[src/rtl/scan_mux_n.sv]
// scan_mux_n: registered N-channel W-bit mux with manual select and
// round-robin auto-scan; data_out/chan_out/valid/wrap are registered together.
//
// Ports:
//   clk, reset    rising-edge clock, synchronous active-high reset
//   data_in       packed channels, channel k = data_in[k*WIDTH +: WIDTH]
//   mode          0 = manual (sel), 1 = auto-scan
//   sel           manual channel select (out-of-range values hold)
//   dwell         scan: cycles per channel = dwell+1
//   hold          scan: freeze channel advance
//   chan_mask     per-channel enable, only with SCAN_MUX_MASK_EN defined
//   data_out      registered selected data
//   chan_out      registered index of the channel driving data_out
//   valid         data_out/chan_out meaningful
//   wrap          one-cycle pulse when scan wraps past the last channel
// Build option: define SCAN_MUX_MASK_EN to add the chan_mask input.
module scan_mux_n #(
  parameter int WIDTH    = 1,
  parameter int CHANNELS = 4,
  parameter int SEL_W    = $clog2(CHANNELS),
  parameter int DWELL_W  = 8
) (
  input  logic                      clk,
  input  logic                      reset,
  input  logic [CHANNELS*WIDTH-1:0] data_in,
  input  logic                      mode,
  input  logic [SEL_W-1:0]          sel,
  input  logic [DWELL_W-1:0]        dwell,
  input  logic                      hold,
`ifdef SCAN_MUX_MASK_EN
  input  logic [CHANNELS-1:0]       chan_mask,
`endif
  output logic [WIDTH-1:0]          data_out,
  output logic [SEL_W-1:0]          chan_out,
  output logic                      valid,
  output logic                      wrap
);

  typedef enum logic [1:0] {
    IDLE,
    MANUAL,
    SCAN,
    PAUSE
  } state_t;

  state_t               state_q, state_d;
  logic [DWELL_W-1:0]   cnt_q, cnt_d;
  logic [SEL_W-1:0]     chan_q, chan_d;
  logic [WIDTH-1:0]     data_q, data_d;
  logic                 valid_q, valid_d;
  logic                 wrap_q, wrap_d;

  logic [CHANNELS-1:0]  msk;
  logic [WIDTH-1:0]     ch [CHANNELS];
  logic [SEL_W-1:0]     man_chan;
  logic [SEL_W-1:0]     nxt_chan;
  logic                 nxt_wrap;
  logic                 nxt_any;

`ifdef SCAN_MUX_MASK_EN
  assign msk = chan_mask;
`else
  assign msk = '1;
`endif

  for (genvar k = 0; k < CHANNELS; k++) begin : g_ch
    assign ch[k] = data_in[k*WIDTH +: WIDTH];
  end

  // Out-of-range select keeps the current channel.
  always_comb begin
    man_chan = chan_q;
    if (int'(sel) < CHANNELS) man_chan = sel;
  end

  // Next enabled channel above chan_q. Offsets are scanned from the far
  // end down so the nearest hit wins; an offset that crosses the last
  // index is a wrap (a lone enabled channel finds itself with wrap=1).
  always_comb begin
    nxt_chan = chan_q;
    nxt_wrap = 1'b0;
    nxt_any  = 1'b0;
    for (int i = CHANNELS; i >= 1; i--) begin
      if (int'(chan_q) + i >= CHANNELS) begin
        if (msk[SEL_W'(int'(chan_q) + i - CHANNELS)]) begin
          nxt_any  = 1'b1;
          nxt_chan = SEL_W'(int'(chan_q) + i - CHANNELS);
          nxt_wrap = 1'b1;
        end
      end else if (msk[SEL_W'(int'(chan_q) + i)]) begin
        nxt_any  = 1'b1;
        nxt_chan = SEL_W'(int'(chan_q) + i);
        nxt_wrap = 1'b0;
      end
    end
  end

  always_comb begin
    state_d = state_q;
    cnt_d   = cnt_q;
    chan_d  = chan_q;
    wrap_d  = 1'b0;
    unique case (state_q)
      IDLE: begin
        cnt_d = '0;
        if (mode) begin
          state_d = SCAN;
        end else begin
          state_d = MANUAL;
          chan_d  = man_chan;
        end
      end
      MANUAL: begin
        cnt_d = '0;
        if (mode) state_d = SCAN;
        else      chan_d  = man_chan;
      end
      SCAN, PAUSE: begin
        if (!mode) begin
          state_d = MANUAL;
          chan_d  = man_chan;
          cnt_d   = '0;
        end else if (hold) begin
          state_d = PAUSE;
        end else begin
          state_d = SCAN;
          // >= so a dwell lowered below the count advances at once.
          if (cnt_q >= dwell) begin
            cnt_d = '0;
            if (nxt_any) begin
              chan_d = nxt_chan;
              wrap_d = nxt_wrap;
            end
          end else begin
            cnt_d = cnt_q + DWELL_W'(1);
          end
        end
      end
      default: state_d = IDLE;
    endcase
    // IDLE never lasts past one edge, so every edge leaving reset
    // samples the channel being written on that same edge.
    valid_d = msk[chan_d];
    data_d  = msk[chan_d] ? ch[chan_d] : '0;
  end

  always_ff @(posedge clk) begin
    if (reset) begin
      state_q <= IDLE;
      cnt_q   <= '0;
      chan_q  <= '0;
      data_q  <= '0;
      valid_q <= 1'b0;
      wrap_q  <= 1'b0;
    end else begin
      state_q <= state_d;
      cnt_q   <= cnt_d;
      chan_q  <= chan_d;
      data_q  <= data_d;
      valid_q <= valid_d;
      wrap_q  <= wrap_d;
    end
  end

  assign data_out = data_q;
  assign chan_out = chan_q;
  assign valid    = valid_q;
  assign wrap     = wrap_q;

endmodule

[config.mk]
export PLATFORM = sky130hd
export DESIGN_NAME = scan_mux_n
export DESIGN_NICKNAME = d
export VERILOG_FILES = /design/src/rtl/scan_mux_n.sv
export SDC_FILE = /design/constraint.sdc
export NUM_CORES = 1
export LEC_CHECK = 0
export BUFFER_PORTS_ARGS = -buffer_cell sky130_fd_sc_hd__buf_2
export CAP_MARGIN = 10
export CORE_MARGIN = 2
export CORE_UTILIZATION = 50
export DETAILED_ROUTE_END_ITERATION = 10
export PLACE_DENSITY = 0.77
export SKIP_CTS_REPAIR_TIMING = 1
export SLEW_MARGIN = 20
export SYNTH_ARGS = -nofsm -noshare
export SYNTH_HDL_FRONTEND = slang
export SYNTH_SLANG_ARGS = --single-unit
[constraint.sdc]
create_clock -name clk -period 3.5 [get_ports clk]
set_input_delay 0.7 -clock clk [delete_from_list [all_inputs] [get_ports clk]]
set_output_delay 0.7 -clock clk [all_outputs]
set_load 0.02 [all_outputs]
==> Yosys cells after proc, flatten, opt, wreduce, memory -nomap -nowiden <==
Cells that the tools add are included.
{ "totals": {"word_cells": 124, "register_bits": 15, "output_inout_bits": 5} }
{ "classes": {"n_addsub": 9, "magnitude_cmp": 15, "n_reduce_logical": 5, "muxes": 78, "eq_ne": 5, "n_bitwise": 6} }
{ "op_table": {"columns": ["op", "n"], "rows": [
  ["1-bit 2-to-1 mux", 42],
  ["2-bit 2-to-1 mux", 20],
  ["2-bit by 4-bit < comparator with 1-bit output, second input constant", 8],
  ["8-bit 2-to-1 mux", 3],
  ["1-bit binary-select mux with 2-bit select", 10],
  ["8-bit case mux with 2 select lines", 1],
  ["3-bit greater-or-equal comparator, second input constant", 4],
  ["8-bit by 1-bit adder with 8-bit output, second input constant", 1],
  ["8-bit greater-or-equal comparator", 1],
  ["2-bit by 1-bit subtractor with 2-bit output, second input constant", 4],
  ["2-bit by 2-bit adder with 3-bit output, second input constant", 2],
  ["2-bit case mux with 3 select lines", 1],
  ["2-bit OR reduction", 3],
  ["6-bit OR reduction", 1],
  ["1-bit NOT", 5],
  ["2-bit by 3-bit adder with 4-bit output, second input constant", 1],
  ["2-bit == test, second input constant", 2],
  ["4-bit by 3-bit greater-or-equal comparator with 1-bit output, second input constant", 1],
  ["2-bit case mux with 2 select lines", 1],
  ["2-bit by 1-bit adder with 3-bit output, second input constant", 1],
  ["2-bit by 3-bit < comparator with 1-bit output, second input constant", 1],
  ["3-bit inequality test, second input constant", 1],
  ["2-bit NOT with 3-bit output", 1],
  ["2-bit by 1-bit == test with 1-bit output, second input constant", 1],
  ["other kinds (2)", 2]
]} }

==> Depth between registers and ports, before layout <==
Gate-level depths: netlist of run 1.
{ "depth": {"word_depth": 22, "mapped_depth": 9} }

==> Least setup slack after synthesis of run 1 <==
No wires, ideal clock.
{ "synth_path": {"kind": "input-to-reg", "start": "input dwell[2]", "end": "register data_q (netlist: data_out)", "arrival_ns": 2.561, "path_slack_ns": 0.822, "setup_time_ns": 0.117, "cell_stages": 9, "path_buffers": 0, "path_cell_list": "inv_1 -> ha_1 -> and3_1 -> o21ai_1 -> a311oi_2 -> or3_4 -> a31oi_4 -> mux2_1 -> a22o_1"} }
{ "synth_via": {"elab_chain_len": 9, "word_cells_on_any_way": 13, "classes_between": "1 x order compare; 9 x mux; 2 x bitwise; 1 x reduce/logical"} }
{ "synth_lines": {"columns": ["item", "line_no", "source"], "rows": [
  ["start: declaration", "28", "input logic [DWELL_W-1:0] dwell,"],
  ["8-bit greater-or-equal comparator (*)", "128", "if (cnt_q >= dwell) begin"],
  ["2-bit 2-to-1 mux (*)", "128", null],
  ["2-bit 2-to-1 mux (*)", "123", "end else if (hold) begin"],
  ["2-bit 2-to-1 mux (*)", "119", "if (!mode) begin"],
  ["2-bit case mux with 2 select lines (*)", "103", "unique case (state_q)"],
  ["2-bit NOT with 3-bit output (implied by the code) or 1-bit binary-select mux with 2-bit select (tied branches)", "144", "data_d = msk[chan_d] ? ch[chan_d] : '0;"],
  ["1-bit binary-select mux with 2-bit select or 1-bit 2-to-1 mux (tied branches)", "144", null],
  ["1-bit 2-to-1 mux (implied by the code) or 1-bit NOT (tied branches)", null, null],
  ["1-bit 2-to-1 mux (implied by the code) or 2-bit OR reduction (tied branches)", null, null],
  ["end signal: assignment", "159", "data_q <= data_d;"],
  ["end: declaration", "49", "logic [WIDTH-1:0] data_q, data_d;"]
]} }
Every way passes the cells marked *; elsewhere a longest branch is shown, timed or not. The select of a mux whose other input is x is not followed.
A chain may end at the register's enable or synchronous reset.

==> Final worst setup path of run 1 <==
{ "layout_path": {"start": "input dwell[1]", "end": "register data_q (netlist: data_out)"} }
The elaborated chain is that of the path after synthesis.

==> flow_metrics.py, run 1 <==
metrics = {
    "synthesis": {
        "synthesis.area_um2": 823,
        "yosys_warnings": 0,
        "synth-seq-area-share": 0.340,
        "yosysUniqueCellTypes": 26,
        "ys_seq_elements": 14,
        "synth.avg_cell_area_um2": 8.76,
        "synthesis.nets": 122,
        "syn_inst": 94,
    },
    "clocking": {
        "ctsRootBufferMaster": "clkbuf_4",
        "cts_tree": "done",
        "clockBufferDepth": 2,
        "numClockSinks": 14,
        "htreeDepth": 1,
        "cts_buffers": 3,
        "insertion_delay_ns": 0.28,
        "clk_pin_slew_ns": 0.08,
    },
    "grt": {
        "grt_overflow": 0,
        "busiest_layer": "met2",
        "use_met3": 0.0367,
        "grt_max_degree": 9,
        "grt_pass1_wl_um": 2500,
        "use_met1": 0.219,
        "globalRouteMet2Util": 0.284,
        "grtUsageTotal": 0.176,
        "antenna_found_initial": 0,
        "grt_pass1_vias": 619,
    },
    "floorplan": {
        "io_pins": 23,
        "die_width_um": 44.6,
        "rows": 14,
        "initial_utilization": 0.540,
        "die-area_mm2": 0.00199,
        "die_h_um": 44.6,
        "core_mm2": 0.00152,
    },
    "place": {
        "port-buffer-count": 22,
        "gp_congestion": 0.738,
        "place_area_um2": 953,
        "dp_worst_setup_slack_ns": 0.605,
        "dp_cells": 132,
        "hpwl_um": 1280,
    },
    "timing": {
        "slew_violations": 0,
        "setup_tns_ns": 0,
        "tightest_slew_ns": 0.515,
        "hold_viol_final": 0,
        "rsz0062_at_grt": "false",
        "final-setup-viol-count": 0,
        "min_period_ns": 2.60,
        "fin_skew_ns": 0.00231,
        "maxSlewHeadroom": 0.654,
        "period_share": 0.742,
        "fmax_mhz": 385,
        "layout_setup_ws_ns": 0.902,
    },
    "worst_setup_path": {
        "cp_num_buf_inv": 2,
        "start_kind": "input pin",
        "crit_slowest_cell": "or3_4",
        "worst_ep_arrival_time_ns": 2.77,
        "slowest_delay_ns": 0.36,
        "ff2ff_path_depth": 8,
        "path_depth": 10,
        "cp_top_family": "compound AO/OA/AOI/OAI gates",
        "cp.required_ns": 3.67,
        "crit_chain": "buf_2 > inv_1 > ha_1 > nor2b_4 > o211ai_1 > a311oi_2 > or3_4 > a31oi_4 > mux2_1 > a22o_1",
        "cp_max_fo": 4,
        "worstSetupPathType": "in -> reg",
        "worst_setup_path_end_kind": "flop",
    },
    "pwr": {
        "ir_drop_v": 0.000175,
        "power_density_mw_per_mm2": 329,
        "power_w": 0.000326,
        "p_leak_nw": 0.455,
    },
    "min_path": {
        "hp-class": "reg -> reg",
        "worstHoldPathCells": 2,
    },
    "finish": {
        "seqCellArea_um2": 280,
        "drive_above_1_share": 0.250,
        "num-nets-final": 149,
        "diodes": 0,
        "multi_input_area_um2": 505,
        "final_cells": 136,
        "finalInstanceArea_um2": 990,
        "syn2layout_area_growth_pct": 20.2,
        "fill_cells": 135,
    },
    "drt": {
        "num_vias": 684,
        "ant_nets": 0,
        "initialDrtViolationCount": 14,
        "dr.pass1.iters": 4,
        "drc": 0,
        "avgViaCountPerCell": 5.03,
        "wl_per_cell_um": 11.4,
        "wl_um": 1560,
    },
    "status": {
        "status": "finished clean",
    },
    "run": {
        "max_cap_viol_count": 0,
    },
}
==> routing by layer <==
metal | share of wire | vias up
met1 | 0.47 | 292
li1 | - | 373
met4 | 0.012 | 0
met5 | 0 | -
met3 | 0.032 | 2
met2 | 0.49 | 17
==> layout make-up <==
type,instances,share of cell area
clock buffer,4,0.0367
sequential,14,0.283
tap,16,0.0202
timing repair buffer,22,0.111
inverter,10,0.0379
multi-input combinational,70,0.511
==> path summary, 6_finish.rpt <==
| check | end | startpoint | slack, ns |
|---|---|---|---|
| hold / removal | cnt_q[7] | cnt_q[7] | 0.53 |
| setup reg to reg | data_out | cnt_q[1] | 1.07 |
| setup / recovery | data_out | dwell[1] | 0.90 |
| hold reg to reg | cnt_q[7] | cnt_q[7] | 0.53 |
==> through the flow <==
| step | hold slack [ns] | util |
|---|---|---|
| floorplan | 0.483 | - |
| global placement | 0.503 | 0.626 |
| detailed placement | 0.511 | 0.626 |
| CTS | 0.537 | 0.649 |
| global route | 0.559 | 0.649 |
| finish | 0.532 | 0.649 |
==> tightest hold or removal path, delay by kind of cell (launching register included) <==
family,cells,cell delay (ns)
AND/OR/NAND/NOR,1,0.07
XOR/XNOR,1,0.07
flip-flops,1,0.35
==> report_power, final <==
part           total [W]  internal [W]  switching [W]
Sequential      0.000166      0.000163     0.00000242
Clock           0.000116     0.0000632      0.0000528
Combinational  0.0000440     0.0000217      0.0000223
==> cells in the mapped netlist <==
master / count / area, µm²
or3_4: 1 / 11.3
xnor2_1: 3 / 26.3
a21oi_1: 2 / 10.0
and3_1: 1 / 6.26
o21ai_0: 1 / 5.00
mux2_1: 2 / 22.5
a31oi_1: 2 / 12.5
nor2b_1: 3 / 18.8
inv_1: 10 / 37.5
a31oi_4: 1 / 21.3
nand2_1: 7 / 26.3
dfxtp_1: 14 / 280
a311oi_2: 1 / 15.0
and2_1: 3 / 18.8
nand2b_1: 1 / 6.26
nor3_1: 1 / 5.00
o211ai_1: 1 / 7.51
nand3_1: 3 / 15.0
nand4_1: 2 / 12.5
nor2_1: 13 / 48.8
nor2b_4: 1 / 13.8
ha_1: 10 / 125
a22o_1: 1 / 8.76
xor2_1: 4 / 35.0
o21ai_1: 5 / 25.0
or3b_1: 1 / 8.76
==> logic make-up (layout without fill, tap and decap cells) <==
| family | count (synthesis) | count (layout) | synth area share |
|---|---|---|---|
| AO/OA/AOI/OAI | 14 | 14 | 0.128 |
| XOR/XNOR | 7 | 7 | 0.0745 |
| adder cells (fa/ha/maj) | 10 | 10 | 0.152 |
| buffers and inverters | 10 | 36 | 0.0456 |
| flip-flops | 14 | 14 | 0.340 |
| multiplexers | 2 | 2 | 0.0274 |
| AND/OR/NAND/NOR | 37 | 37 | 0.233 |
==> sequential cells by signal (all words and copies together), names as in the netlist <==
name      flops
chan_out      2
data_out      1
cnt_q         8
valid         1
state_q       1
wrap          1
==> cell usage in the layout (no fill, tap or decap), drive strengths merged, types with 2 or more instances in the layout <==
cell and count:
buf 22, dfxtp 14, nor2 13, inv 10
ha 10, nand2 7, o21ai 6, xor2 4
nor2b 4, clkbuf 4, and2 3, nand3 3
xnor2 3, a31oi 3, a21oi 2, nand4 2
mux2 2
No activity file was read; power rests on OpenSTA's default activity.
==> run 2: changes to the inputs <==
clock period = 2.46 ns   (was 3.5 ns; I/O delays follow)
==> run 2 against run 1 <==
Compared with the run above:
- global-route usage is 3.7 points higher
- largest power group unchanged
- non-clock buffer count is 7 higher
- highest routed layer unchanged
- die area is the same
- combinational power rose by 54%
- worst setup slack worse by 0.78 ns
- design area increased by 5.7%
- flip-flop and latch count did not move
- via count increased by 8.2%
- sequential power rose by 42%
==> flow_metrics.py, run 2 (synthesis gave the netlist of run 1 again) <==
metrics = {
    "status": {
        "status": "finished clean",
    },
    "drt": {
        "drc": 0,
        "avgViaCountPerCell": 5.17,
        "num_vias": 740,
        "wl_per_cell_um": 11.5,
        "wl_um": 1640,
        "ant_nets": 0,
        "dr.pass1.iters": 4,
        "initialDrtViolationCount": 7,
    },
    "finish": {
        "diodes": 0,
        "top_register": "cnt_q",
        "multi_input_area_um2": 509,
        "largest_reg_flops": 8,
        "num-nets-final": 156,
        "drive_above_1_share": 0.299,
        "syn2layout_area_growth_pct": 27.1,
        "final_cell_mix": "22 x buf_2, 14 x dfxtp_1, 13 x nor2_1",
        "seqCellArea_um2": 280,
        "final_util": 0.686,
        "final_common_cell": "buf_2",
        "fill_cells": 134,
    },
    "floorplan": {
        "die_h_um": 44.6,
        "die_width_um": 44.6,
        "io_pins": 23,
        "die-area_mm2": 0.00199,
        "rows": 14,
        "core_mm2": 0.00152,
        "initial_utilization": 0.540,
    },
    "worst_setup_path": {
        "cp_num_buf_inv": 0,
        "worst_ep_arrival_time_ns": 2.52,
        "worstSetupPathType": "reg -> reg",
        "start_kind": "flop",
        "cp_max_fo": 4,
        "cp-startpoint": "cnt_q[1]",
        "slowest_delay_ns": 0.39,
        "cp_top_family": "compound AO/OA/AOI/OAI gates",
        "cp.required_ns": 2.64,
        "crit_chain": "ha_1 > nor2b_4 > o211ai_1 > a311oi_2 > or3_4 > a31oi_4 > mux2_1 > a22o_1",
        "crit_slowest_cell": "dfxtp_1",
        "timing.rr.start": "cnt_q[1]",
        "worst_setup_path_end_kind": "flop",
    },
    "clocking": {
        "insertion_delay_ns": 0.28,
        "clockBufferDepth": 2,
        "cts_tree": "done",
        "numClockSinks": 14,
        "cts_buffers": 3,
        "ctsRootBufferMaster": "clkbuf_4",
        "clk_pin_slew_ns": 0.08,
        "htreeDepth": 1,
    },
    "min_path": {
        "hp-class": "in -> reg",
        "hold_path.startpoint": "reset",
    },
    "grt": {
        "grtUsageTotal": 0.212,
        "grt_pass1_wl_um": 2950,
        "grt_overflow": 0,
        "grt_max_degree": 9,
        "antenna_found_initial": 0,
        "grt_pass1_vias": 703,
    },
    "timing": {
        "layout_setup_ws_ns": 0.121,
        "rsz0062_at_grt": "false",
        "fin_skew_ns": 0.00305,
        "final-setup-viol-count": 0,
        "tightest_slew_ns": 0.261,
        "slew_violations": 0,
        "hold_viol_final": 0,
        "period_share": 0.951,
        "min_period_ns": 2.34,
        "maxSlewHeadroom": 0.826,
        "setup_tns_ns": 0,
        "fmax_mhz": 428,
    },
    "pwr": {
        "p_leak_nw": 0.491,
        "power_density_mw_per_mm2": 448,
        "power_w": 0.000468,
        "ir_drop_v": 0.000264,
    },
    "run": {
        "max_cap_viol_count": 0,
    },
    "place": {
        "gp_congestion": 0.728,
        "hpwl_um": 1360,
        "dp_worst_setup_slack_ns": -0.156,
        "port-buffer-count": 22,
    },
}
## run 2: worst register-to-register path, stage by stage (launching register included)
cell and delay (ns):
dfxtp_1 0.39, ha_1 0.26, nor2b_4 0.13, o211ai_1 0.24, a311oi_2 0.15, or3_4 0.36, a31oi_4 0.16, mux2_1 0.34
a22o_1 0.21
## run 2: area by class of cell
class,count,share of cell area
Sequential cell,14,0.268
Inverter,10,0.0359
Clock buffer,4,0.0347
Tap cell,16,0.0191
Timing Repair Buffer,29,0.156
Multi-Input combinational cell,70,0.487
## run 2: final timing paths
path / end / slack (ns) / cells past startpoint
hold / removal: chan_out[0] / 0.42 / 2
hold reg to reg: cnt_q[7] / 0.53 / 2
setup / recovery: data_out / 0.12 / 8
setup reg to reg: data_out / 0.12 / 8
## run 2: stage by stage
stage | instances | hold slack, ns | instance area (µm²)
detailed placement | 139 | 0.513 | 1010
global placement | 139 | 0.500 | 1010
CTS | 143 | 0.409 | 1050
global route | 143 | 0.436 | 1050
finish | 143 | 0.425 | 1050
floorplan | 94 | 0.483 | 827
## run 2: routing by layer
layer | global-route usage | vias up | share of wire
met1 | 0.254 | 332 | 0.45
li1 | - | 385 | -
met2 | 0.325 | 18 | 0.48
met4 | 0.158 | 0 | 0.029
met5 | 0 | - | 0
met3 | 0.0531 | 5 | 0.043
## run 2: power by group
group,switching (W),internal [W]
logic,0.0000333,0.0000344
clock network,0.0000750,0.0000901
registers,0.00000305,0.000232
total,0.000111,0.000357
==> run 3: changes to the inputs <==
CORE_MARGIN = unset   (was 2)
MAX_ROUTING_LAYER = met4   (was unset)
==> run 3 against run 2 <==
Compared with the run above:
- clock power is essentially flat
- register-to-register slack got worse by 0.04 ns
- cell count fell by 2.1%
- critical path type unchanged
- highest routed layer unchanged
==> flow_metrics.py, run 3 (synthesis gave the netlist of run 1 again) <==
metrics = {
    "worst_setup_path": {
        "cp_max_fo": 4,
        "crit_chain": "ha_1 > nor2b_4 > o211ai_1 > a311oi_2 > or3_4 > a31oi_4 > mux2_1 > a22o_1",
        "cp_num_buf_inv": 0,
        "rrSetupSlack_ns": 0.08,
        "rr_endpoint": "data_out",
        "ff2ff_path_depth": 8,
        "cp_top_family": "compound AO/OA/AOI/OAI gates",
        "worst_ep_arrival_time_ns": 2.55,
        "slowest_delay_ns": 0.36,
        "worst_setup_path_end_kind": "flop",
        "timing.rr.start": "cnt_q[1]",
        "cp.required_ns": 2.63,
        "start_kind": "flop",
        "worstSetupPathType": "reg -> reg",
        "crit_slowest_cell": "dfxtp_2",
    },
    "grt": {
        "grt_overflow": 0,
        "grt_pass1_vias": 656,
        "grtUsageTotal": 0.200,
        "grt_pass1_wl_um": 2600,
        "use_met1": 0.248,
        "use_met3": 0.0388,
        "antenna_found_initial": 0,
        "busiest_layer": "met2",
        "globalRouteMet2Util": 0.317,
        "grt_max_degree": 9,
    },
    "timing": {
        "rsz0062_at_grt": "false",
        "tightest_slew_ns": 0.495,
        "holdWs_ns": 0.423,
        "layout_setup_ws_ns": 0.0804,
        "min_period_ns": 2.38,
        "fmax_mhz": 420,
        "maxSlewHeadroom": 0.668,
        "hold_viol_final": 0,
        "fin_skew_ns": 0.00385,
        "final-setup-viol-count": 0,
        "setup_tns_ns": 0,
        "period_share": 0.967,
        "slew_violations": 0,
    },
    "floorplan": {
        "rows": 14,
        "die_width_um": 42.6,
        "io_pins": 23,
        "die_h_um": 42.6,
        "core_mm2": 0.00152,
        "die-area_mm2": 0.00181,
        "initial_utilization": 0.540,
    },
    "clocking": {
        "insertion_delay_ns": 0.27,
        "ctsRootBufferMaster": "clkbuf_4",
        "clockBufferDepth": 2,
        "clk_pin_slew_ns": 0.09,
        "cts_buffers": 3,
        "htreeDepth": 1,
        "numClockSinks": 14,
        "cts_tree": "done",
    },
    "finish": {
        "largest_reg_flops": 8,
        "num-nets-final": 153,
        "diodes": 0,
        "final_common_cell": "buf_2",
        "syn2layout_area_growth_pct": 24.6,
        "finalInstanceArea_mm2": 0.00103,
        "final_cell_mix": "22 x buf_2, 13 x nor2_1, 12 x dfxtp_1",
        "drive_above_1_share": 0.298,
        "fill_cells": 132,
        "final_cells": 140,
        "top_register": "cnt_q",
    },
    "place": {
        "hpwl_um": 1360,
        "place_area_um2": 987,
        "port-buffer-count": 22,
        "gp_congestion": 0.837,
        "dp_cells": 136,
        "dp_worst_setup_slack_ns": -0.180,
    },
    "drt": {
        "initialDrtViolationCount": 14,
        "wl_um": 1640,
        "num_vias": 730,
        "dr.pass1.iters": 4,
        "avgViaCountPerCell": 5.21,
        "drc": 0,
        "ant_nets": 0,
        "wl_per_cell_um": 11.7,
    },
    "min_path": {
        "hold_path.startpoint": "reset",
        "hp-class": "in -> reg",
        "worstHoldPathCells": 2,
        "min_delay_worst_endpoint": "chan_out[0]",
    },
    "status": {
        "status": "finished clean",
    },
    "pwr": {
        "ir_drop_v": 0.000193,
        "p_leak_nw": 0.477,
        "power_density_mw_per_mm2": 453,
    },
    "run": {
        "max_cap_viol_count": 0,
    },
}
-- run 3: changes by cell type in the layout (fill, tap and decap cells not counted), sizes merged --
cell	before	now
buf	29	26
-- run 3: report_power, final --
part	switching, W	internal (W)
clock network	0.0000721	0.0000898
registers	0.00000276	0.000232
logic	0.0000342	0.0000339
-- run 3: worst max-delay path by stage --
stage,cells past startpoint,slack (ns),to,from
after global routing,8,0.008,data_out,cnt_q[1]
after global placement,10,-0.12,data_out,dwell[1]
after detailed placement,10,-0.18,data_out,dwell[1]
after CTS,8,0.05,data_out,cnt_q[1]
final,8,0.08,data_out,cnt_q[1]
after floorplan,9,0.02,data_out,dwell[1]
-- run 3: area by class of cell --
type	instances	area, µm²	share of cell area
Sequential cell	14	283	0.276
Clock buffer	4	36.3	0.0354
Inverter	10	37.5	0.0366
Timing Repair Buffer	26	140	0.137
Multi-Input combinational cell	70	509	0.496
Tap cell	16	20.0	0.0195
-- run 3: stage by stage --
stage	total power, W	util
5_1_grt	0.000490	0.673
4_1_cts	0.000468	0.672
3_5_place_dp	0.000309	0.648
3_3_place_gp	0.000305	0.648
2_1_floorplan	0.000278	-
6_report	0.000465	0.673
-- run 3: worst reg2reg max path, delay by kind of cell (launching register included) --
kind	cells	cell delay, ns
AOI/OAI and AO/OA	4	0.79
and+or+nand+nor	2	0.48
DFF	1	0.36
muxes	1	0.36
adders and majority gates	1	0.29
-- run 3: layer usage --
metal	part of all wire	routed length [µm]	vias up
met2	0.48	789	19
met4	0.015	24	0
li1	-	-	380
met3	0.035	57	4
met1	0.47	772	327
met5	0	0	-
